<file path="src/rtl/sdram_test_pkg.sv">
// Shared definitions for the SDRAM self-test sequencer.
// Optional build macro: SDRAM_TEST_LFSR_EN selects the LFSR data pattern
// instead of the default incrementing-counter pattern.
package sdram_test_pkg;

    localparam int unsigned DATA_W    = 16;
    localparam logic [15:0] LFSR_SEED = 16'hACE1;

    typedef enum logic [2:0] {
        WAIT_INIT = 3'd0,
        WRITE     = 3'd1,
        GAP       = 3'd2,
        READ      = 3'd3,
        CHECK     = 3'd4,
        DONE      = 3'd5
    } state_t;

    // Starting pattern value for a pass, derived from the pass counter so
    // every pass writes different data.
    function automatic logic [DATA_W-1:0] pat_seed(input logic [DATA_W-1:0] pass);
`ifdef SDRAM_TEST_LFSR_EN
        logic [DATA_W-1:0] s;
        s = LFSR_SEED ^ pass;
        // An all-zero LFSR would lock up, so zero falls back to the base seed.
        return (s == '0) ? LFSR_SEED : s;
`else
        return pass;
`endif
    endfunction

    // Next pattern value after one word.
    function automatic logic [DATA_W-1:0] pat_step(input logic [DATA_W-1:0] v);
`ifdef SDRAM_TEST_LFSR_EN
        // Fibonacci LFSR, taps for x^16 + x^14 + x^13 + x^11 + 1.
        return {v[0] ^ v[2] ^ v[3] ^ v[5], v[DATA_W-1:1]};
`else
        return v + DATA_W'(1);
`endif
    endfunction

endpackage

</file>
<file path="src/rtl/sdram_pat_gen.sv">
// Test-pattern generator: load a seed, then advance one word per step.
// Used once for the write stream and once to regenerate the expected read
// stream, so no copy of the written block has to be kept.
// Optional build macro: SDRAM_TEST_LFSR_EN (via the pattern functions).
module sdram_pat_gen
    import sdram_test_pkg::*;
(
    input  logic              clk_50m,
    input  logic              sys_rst_n,
    input  logic              load,
    input  logic              step,
    input  logic [DATA_W-1:0] seed,
    output logic [DATA_W-1:0] pat
);

    logic [DATA_W-1:0] pat_reg;

    // Pattern register: load has priority over step.
    always_ff @(posedge clk_50m or negedge sys_rst_n) begin
        if (!sys_rst_n) begin
            pat_reg <= '0;
        end else if (load) begin
            pat_reg <= seed;
        end else if (step) begin
            pat_reg <= pat_step(pat_reg);
        end
    end

    assign pat = pat_reg;

endmodule

</file>
<file path="src/rtl/sdram_test_seq.sv">
// Self-checking SDRAM test sequencer: writes a block of DEPTH words through
// the controller's write FIFO, waits GAP_CYC cycles, reads the block back and
// compares it against a regenerated pattern, then repeats.
// Optional build macro: SDRAM_TEST_LFSR_EN (LFSR data pattern).
module sdram_test_seq
    import sdram_test_pkg::*;
#(
    parameter int unsigned DEPTH   = 1024,
    parameter int unsigned GAP_CYC = 2048,
    parameter bit          LOOP_EN = 1'b1
) (
    input  logic              clk_50m,
    input  logic              sys_rst_n,
    input  logic              sdram_init_done,
    output logic              wr_en,
    output logic [DATA_W-1:0] wr_data,
    output logic              rd_en,
    input  logic [DATA_W-1:0] rd_data,
    output logic              busy,
    output logic              error_flag,
    output logic [DATA_W-1:0] err_cnt,
    output logic [DATA_W-1:0] pass_cnt,
    output logic [DATA_W-1:0] last_rd
);

    localparam int unsigned IDX_W = (DEPTH > 1) ? $clog2(DEPTH) : 1;
    localparam int unsigned GAP_W = $clog2(GAP_CYC + 1);

    state_t            state_reg, state_next;
    logic [IDX_W-1:0]  idx_reg, idx_next;
    logic [GAP_W-1:0]  gap_reg, gap_next;
    logic              init_meta_reg, init_sync_reg;
    logic              cmp_v_reg;
    logic [DATA_W-1:0] exp_reg;
    logic              error_flag_reg;
    logic [DATA_W-1:0] err_cnt_reg, pass_cnt_reg, last_rd_reg;
    logic [DATA_W-1:0] pass_cnt_next;
    logic              pass_inc;
    logic [DATA_W-1:0] wr_pat, rd_pat;

    // Bring init_done over from the controller clock domain.
    always_ff @(posedge clk_50m or negedge sys_rst_n) begin
        if (!sys_rst_n) begin
            init_meta_reg <= 1'b0;
            init_sync_reg <= 1'b0;
        end else begin
            init_meta_reg <= sdram_init_done;
            init_sync_reg <= init_meta_reg;
        end
    end

    // Sequencer state and phase counters.
    always_ff @(posedge clk_50m or negedge sys_rst_n) begin
        if (!sys_rst_n) begin
            state_reg <= WAIT_INIT;
            idx_reg   <= '0;
            gap_reg   <= '0;
        end else begin
            state_reg <= state_next;
            idx_reg   <= idx_next;
            gap_reg   <= gap_next;
        end
    end

    // Next-state and strobe decode. Losing init_done in any active phase
    // aborts to WAIT_INIT; the FIFO strobes are gated in that cycle so no
    // partial word is issued.
    always_comb begin
        state_next = state_reg;
        idx_next   = idx_reg;
        gap_next   = gap_reg;
        wr_en      = 1'b0;
        rd_en      = 1'b0;
        busy       = 1'b0;
        case (state_reg)
            WAIT_INIT: begin
                idx_next = '0;
                gap_next = '0;
                if (init_sync_reg) begin
                    state_next = WRITE;
                end
            end
            WRITE: begin
                busy = 1'b1;
                if (!init_sync_reg) begin
                    state_next = WAIT_INIT;
                    idx_next   = '0;
                end else begin
                    wr_en = 1'b1;
                    if (idx_reg == IDX_W'(DEPTH - 1)) begin
                        idx_next   = '0;
                        state_next = GAP;
                    end else begin
                        idx_next = idx_reg + IDX_W'(1);
                    end
                end
            end
            GAP: begin
                busy = 1'b1;
                if (!init_sync_reg) begin
                    state_next = WAIT_INIT;
                    gap_next   = '0;
                end else if (gap_reg == GAP_W'(GAP_CYC - 1)) begin
                    gap_next   = '0;
                    state_next = READ;
                end else begin
                    gap_next = gap_reg + GAP_W'(1);
                end
            end
            READ: begin
                busy = 1'b1;
                if (!init_sync_reg) begin
                    state_next = WAIT_INIT;
                    idx_next   = '0;
                end else begin
                    rd_en = 1'b1;
                    if (idx_reg == IDX_W'(DEPTH - 1)) begin
                        idx_next   = '0;
                        state_next = CHECK;
                    end else begin
                        idx_next = idx_reg + IDX_W'(1);
                    end
                end
            end
            CHECK: begin
                busy = 1'b1;
                if (!init_sync_reg) begin
                    state_next = WAIT_INIT;
                end else begin
                    state_next = LOOP_EN ? WRITE : DONE;
                end
            end
            DONE: begin
                state_next = DONE;
            end
            default: begin
                state_next = WAIT_INIT;
            end
        endcase
    end

    assign pass_inc      = (state_reg == CHECK) && init_sync_reg;
    assign pass_cnt_next = pass_inc ? pass_cnt_reg + DATA_W'(1) : pass_cnt_reg;

    // Write-side pattern: held at the seed of the upcoming pass whenever not
    // writing, so the first WRITE cycle already presents pattern(0).
    sdram_pat_gen u_wr_gen (
        .clk_50m   (clk_50m),
        .sys_rst_n (sys_rst_n),
        .load      (state_reg != WRITE),
        .step      (wr_en),
        .seed      (pat_seed(pass_cnt_next)),
        .pat       (wr_pat)
    );

    // Read-side pattern: regenerates the same sequence from the same seed.
    sdram_pat_gen u_rd_gen (
        .clk_50m   (clk_50m),
        .sys_rst_n (sys_rst_n),
        .load      (state_reg != READ),
        .step      (rd_en),
        .seed      (pat_seed(pass_cnt_reg)),
        .pat       (rd_pat)
    );

    // Compare pipeline: read data arrives one cycle after rd_en, so the
    // expected word and a valid strobe are delayed to line up with it.
    always_ff @(posedge clk_50m or negedge sys_rst_n) begin
        if (!sys_rst_n) begin
            cmp_v_reg      <= 1'b0;
            exp_reg        <= '0;
            error_flag_reg <= 1'b0;
            err_cnt_reg    <= '0;
            last_rd_reg    <= '0;
        end else begin
            cmp_v_reg <= rd_en;
            exp_reg   <= rd_pat;
            if (cmp_v_reg) begin
                last_rd_reg <= rd_data;
                if (rd_data != exp_reg) begin
                    error_flag_reg <= 1'b1;
                    if (err_cnt_reg != {DATA_W{1'b1}}) begin
                        err_cnt_reg <= err_cnt_reg + DATA_W'(1);
                    end
                end
            end
        end
    end

    // Completed-pass counter, wraps naturally.
    always_ff @(posedge clk_50m or negedge sys_rst_n) begin
        if (!sys_rst_n) begin
            pass_cnt_reg <= '0;
        end else begin
            pass_cnt_reg <= pass_cnt_next;
        end
    end

    assign wr_data    = wr_en ? wr_pat : '0;
    assign error_flag = error_flag_reg;
    assign err_cnt    = err_cnt_reg;
    assign pass_cnt   = pass_cnt_reg;
    assign last_rd    = last_rd_reg;

endmodule
</file>
<file path="config.mk">
export PLATFORM = sky130hd
export DESIGN_NAME = sdram_test_seq
export DESIGN_NICKNAME = d
export VERILOG_FILES = /design/src/rtl/sdram_test_pkg.sv /design/src/rtl/sdram_pat_gen.sv /design/src/rtl/sdram_test_seq.sv
export SDC_FILE = /design/constraint.sdc
export NUM_CORES = 1
export LEC_CHECK = 0
export ABC_AREA = 0
export BUFFER_PORTS_ARGS = -buffer_cell sky130_fd_sc_hd__buf_2
export CAP_MARGIN = 10
export CORE_UTILIZATION = 45
export CTS_BUF_LIST = sky130_fd_sc_hd__clkbuf_16
export DETAILED_ROUTE_END_ITERATION = 8
export PLACE_DENSITY = 0.68
export SYNTH_ARGS = -nofsm -noshare
export SYNTH_HDL_FRONTEND = slang
export SYNTH_SLANG_ARGS = --single-unit
export TNS_END_PERCENT = 50
</file>
<file path="constraint.sdc">
create_clock -name clk_50m -period 2 [get_ports clk_50m]
set_input_delay 0.1 -clock clk_50m [delete_from_list [all_inputs] [get_ports clk_50m]]
set_output_delay 0.1 -clock clk_50m [all_outputs]
set_load 0.005 [all_outputs]
</file>
==> impl_metrics.csv <==
group,metric,value,unit
cts,cts-buffers-inserted,17,
synthesis,synth-seq-cells,125,
worst_setup_path,r2r_start,"u_wr_gen.pat[1]$_DFFE_PN0P_",
global_route,antenna_found_initial,0,
routing,firstDrtPassIters,4,
worst_setup_path,reg2reg_to,"u_wr_gen.pat[14]$_DFFE_PN0P_",
layout,fillers,1057,
cts,ctsLongestPathBuffers,2,
routing,via_per_inst,5.41,
power_and_ir_drop,p_leak,0.00372,µW
global_route,grt_pass1_wl,23300,µm
cts,clk_latency,0.42,ns
synthesis,ys_types,47,
routing,drc_errors,0,
hold_path,min-delay-path-class,"input pin to async pin",
placed_design,dp_hpwl,9420,µm
worst_setup_path,rr_worst_depth,6,
floorplan,fp-row-count,41,
cts,root_buffer,"clkbuf_16",
worst_setup_path,worstPathArrival,2.30,ns
sta,period_needed,1.99,ns
layout,layout-drive-gt1-share,0.284,
power_and_ir_drop,swShare,0.304,
layout,n_antenna_cell,0,
global_route,grt_max_degree,38,
routing,routed-via-count,4871,
synthesis,synth_nets,598,
power_and_ir_drop,sequentialPowerShare,0.372,
routing,routed_wl,14100,µm
sta,slew_headroom,0.630,
global_route,grt_pass1_vias,4631,
worst_setup_path,cp-end-kind,"register",
floorplan,die_area,13800,µm²
sta,fin_skew,0.00776,ns
synthesis,synthesis.instances,573,
worst_setup_path,cp-start-kind,"register",
global_route,grt_usage,0.213,
synthesis,synth_edf_count,0,
synthesis,seq_area_frac_synth,0.520,
routing,drtIter0Drc,287,
synthesis,synth_area,6010,µm²
status,outcome,"completed",
power_and_ir_drop,powerDensity,1120,nW/µm²
cts,ctsHtreeMaxLevel,4,
sta,clock.fmax,502,MHz
synthesis,synth_area_per_cell,10.5,µm²
flow_run,cap_viol_max_count,0,
sta,rsz0062_at_grt,"yes",
worst_setup_path,rrSetupSlack,0.007,ns
power_and_ir_drop,combPwrFrac,0.267,
synthesis,synth_top_area_share,0.520,
worst_setup_path,critPathMaxFanout,4,
power_and_ir_drop,power_frac_clock,0.361,
synthesis,ys_warn_count,0,
placed_design,gp_congestion,0.853,
power_and_ir_drop,vdd_ir_drop_max,0.585,mV
floorplan,fp.dieH,118,µm
synthesis,async_flop_share,1.00,
sta,finalHoldWorstSlack,0.163,ns
synthesis,synth_area_leaders,"dfrtp_1, xor2_1, mux2_2",
floorplan,io-pin-count,87,
floorplan,die_width,118,µm
worst_setup_path,critPathRequiredTime,2.30,ns
sta,slew_violations,0,
cts,cts_tree,"built",
sta,worst_slew_pin_slew,0.552,ns
synthesis,synth_ff_type,"dfrtp_1",
routing,post_drt_wl_per_cell,15.6,µm
cts,path_clk_slew,0.06,ns
sta,setup_tns,0,ns
layout,fin_nets,741,
layout,area_growth,28.6,%
floorplan,start_util,0.469,
global_route,grt-ovfl-total,0,
synthesis,synth.most_common_cell,"dfrtp_1",
sta,fin_crit_sh,0.996,
placed_design,io_buffers,86,
power_and_ir_drop,power_switching,2630,µW
cts,clock-sinks,125,
synthesis,yosysTopAreaCell,"dfrtp_1",
routing,drt.antenna.violating_nets,0,
sta,final_hold_viol_count,0,
floorplan,core_area,12800,µm²
synthesis,yosys-top-cells-count,"dfrtp_1, nand2_1, xor2_1, nor2_1, xnor2_1",
sta,setup_violations,0,
worst_setup_path,crit_type,"register to register",
power_and_ir_drop,power.internal,6010,µW
logic make-up after synthesis:
logic type | Yosys count | share of synthesized area
AO/OA/AOI/OAI | 59 | 0.0580
XOR/XNOR | 80 | 0.119
adder cells (fa/ha/maj) | 6 | 0.0125
buffers and inverters | 33 | 0.0225
flip-flops | 125 | 0.520
multiplexers | 32 | 0.0595
AND/OR/NAND/NOR | 238 | 0.208
power by group through the flow:
stage                     registers [µW]  logic (µW)  clock network [µW]
after floorplan                     3270        1160                   0
after global placement              3220        2070                   0
after detailed placement            3250        2110                   0
after CTS                           3210        2300                3160
after global routing                3260        2540                3290
final                               3210        2310                3120
layout by cell type, fill, tap and decap left out, types with 4 or more instances in the layout:
cell type      count
clkbuf_16         17
buf_4             39
and3_1            28
buf_2             85
or3_1              5
o21ai_0           29
a31oi_1            6
xor2_1            44
or2_2              4
a21oi_1           10
nor2_1            35
nand4_1           33
dfrtp_1          125
inv_1             13
nor4_1             7
dlygate4sd3_1     18
xnor2_1           34
nor3_1            14
nand2_1           61
nand3_1           31
ha_1               5
clkinvlp_4         4
mux2_2            29
per-stage QoR:
| step | util | setup slack, ns | power, µW | std cells | area, µm² |
|---|---|---|---|---|---|
| floorplan | - | -0.0290 | 4430 | 573 | 6020 |
| global placement | 0.538 | 0.0603 | 5290 | 849 | 6900 |
| detailed placement | 0.538 | 0.0293 | 5360 | 849 | 6900 |
| CTS | 0.602 | 0.0163 | 8660 | 901 | 7720 |
| global route | 0.603 | -0.0685 | 9090 | 901 | 7740 |
| finish | 0.603 | 0.00721 | 8640 | 901 | 7740 |
layer usage:
layer  track usage  up-vias  share of wire
met5             0        -              0
met4        0.0921        0          0.024
met3        0.0509       31          0.049
met2         0.325      144           0.46
met1         0.290     2392           0.47
li1              -     2304              -
area by class of cell:
class | instances | area, µm² | area share
flip-flops and latches | 125 | 3130 | 0.404
multi-input cells | 415 | 2780 | 0.359
repair buffers | 145 | 971 | 0.125
clock buffers | 17 | 425 | 0.0550
well taps | 172 | 215 | 0.0278
clock inverters | 15 | 174 | 0.0225
inverters | 12 | 45.0 | 0.00582
worst max-delay path by stage:
| stage | start | end | slack (ns) |
|---|---|---|---|
| floorplan | u_wr_gen.pat[0]$_DFFE_PN0P_ | u_wr_gen.pat[14]$_DFFE_PN0P_ | -0.03 |
| CTS | u_wr_gen.pat[1]$_DFFE_PN0P_ | u_wr_gen.pat[14]$_DFFE_PN0P_ | 0.02 |
| finish | u_wr_gen.pat[1]$_DFFE_PN0P_ | u_wr_gen.pat[14]$_DFFE_PN0P_ | 0.007 |
| global route | u_wr_gen.pat[1]$_DFFE_PN0P_ | u_wr_gen.pat[14]$_DFFE_PN0P_ | -0.07 |
| detailed placement | u_wr_gen.pat[1]$_DFFE_PN0P_ | u_wr_gen.pat[14]$_DFFE_PN0P_ | 0.03 |
| global placement | u_wr_gen.pat[0]$_DFFE_PN0P_ | u_wr_gen.pat[14]$_DFFE_PN0P_ | 0.06 |
worst max-delay path: stages (launching register included):
cell and delay [ns]:
dfrtp_1 0.35, ha_2 0.19, nand2_1 0.05, or3_4 0.34, or4_4 0.53, xnor2_2 0.14
mux2_4 0.26
what timing repair did:
item	in CTS	in global routing
gates resized for setup	1	4
hold buffers	18	0
pin swaps	1	1
cloned	1	0
hold endpoints to repair	62	0
setup endpoints to repair	3	5
setup buffers	1	0
Power figures use the tool's default switching activity.
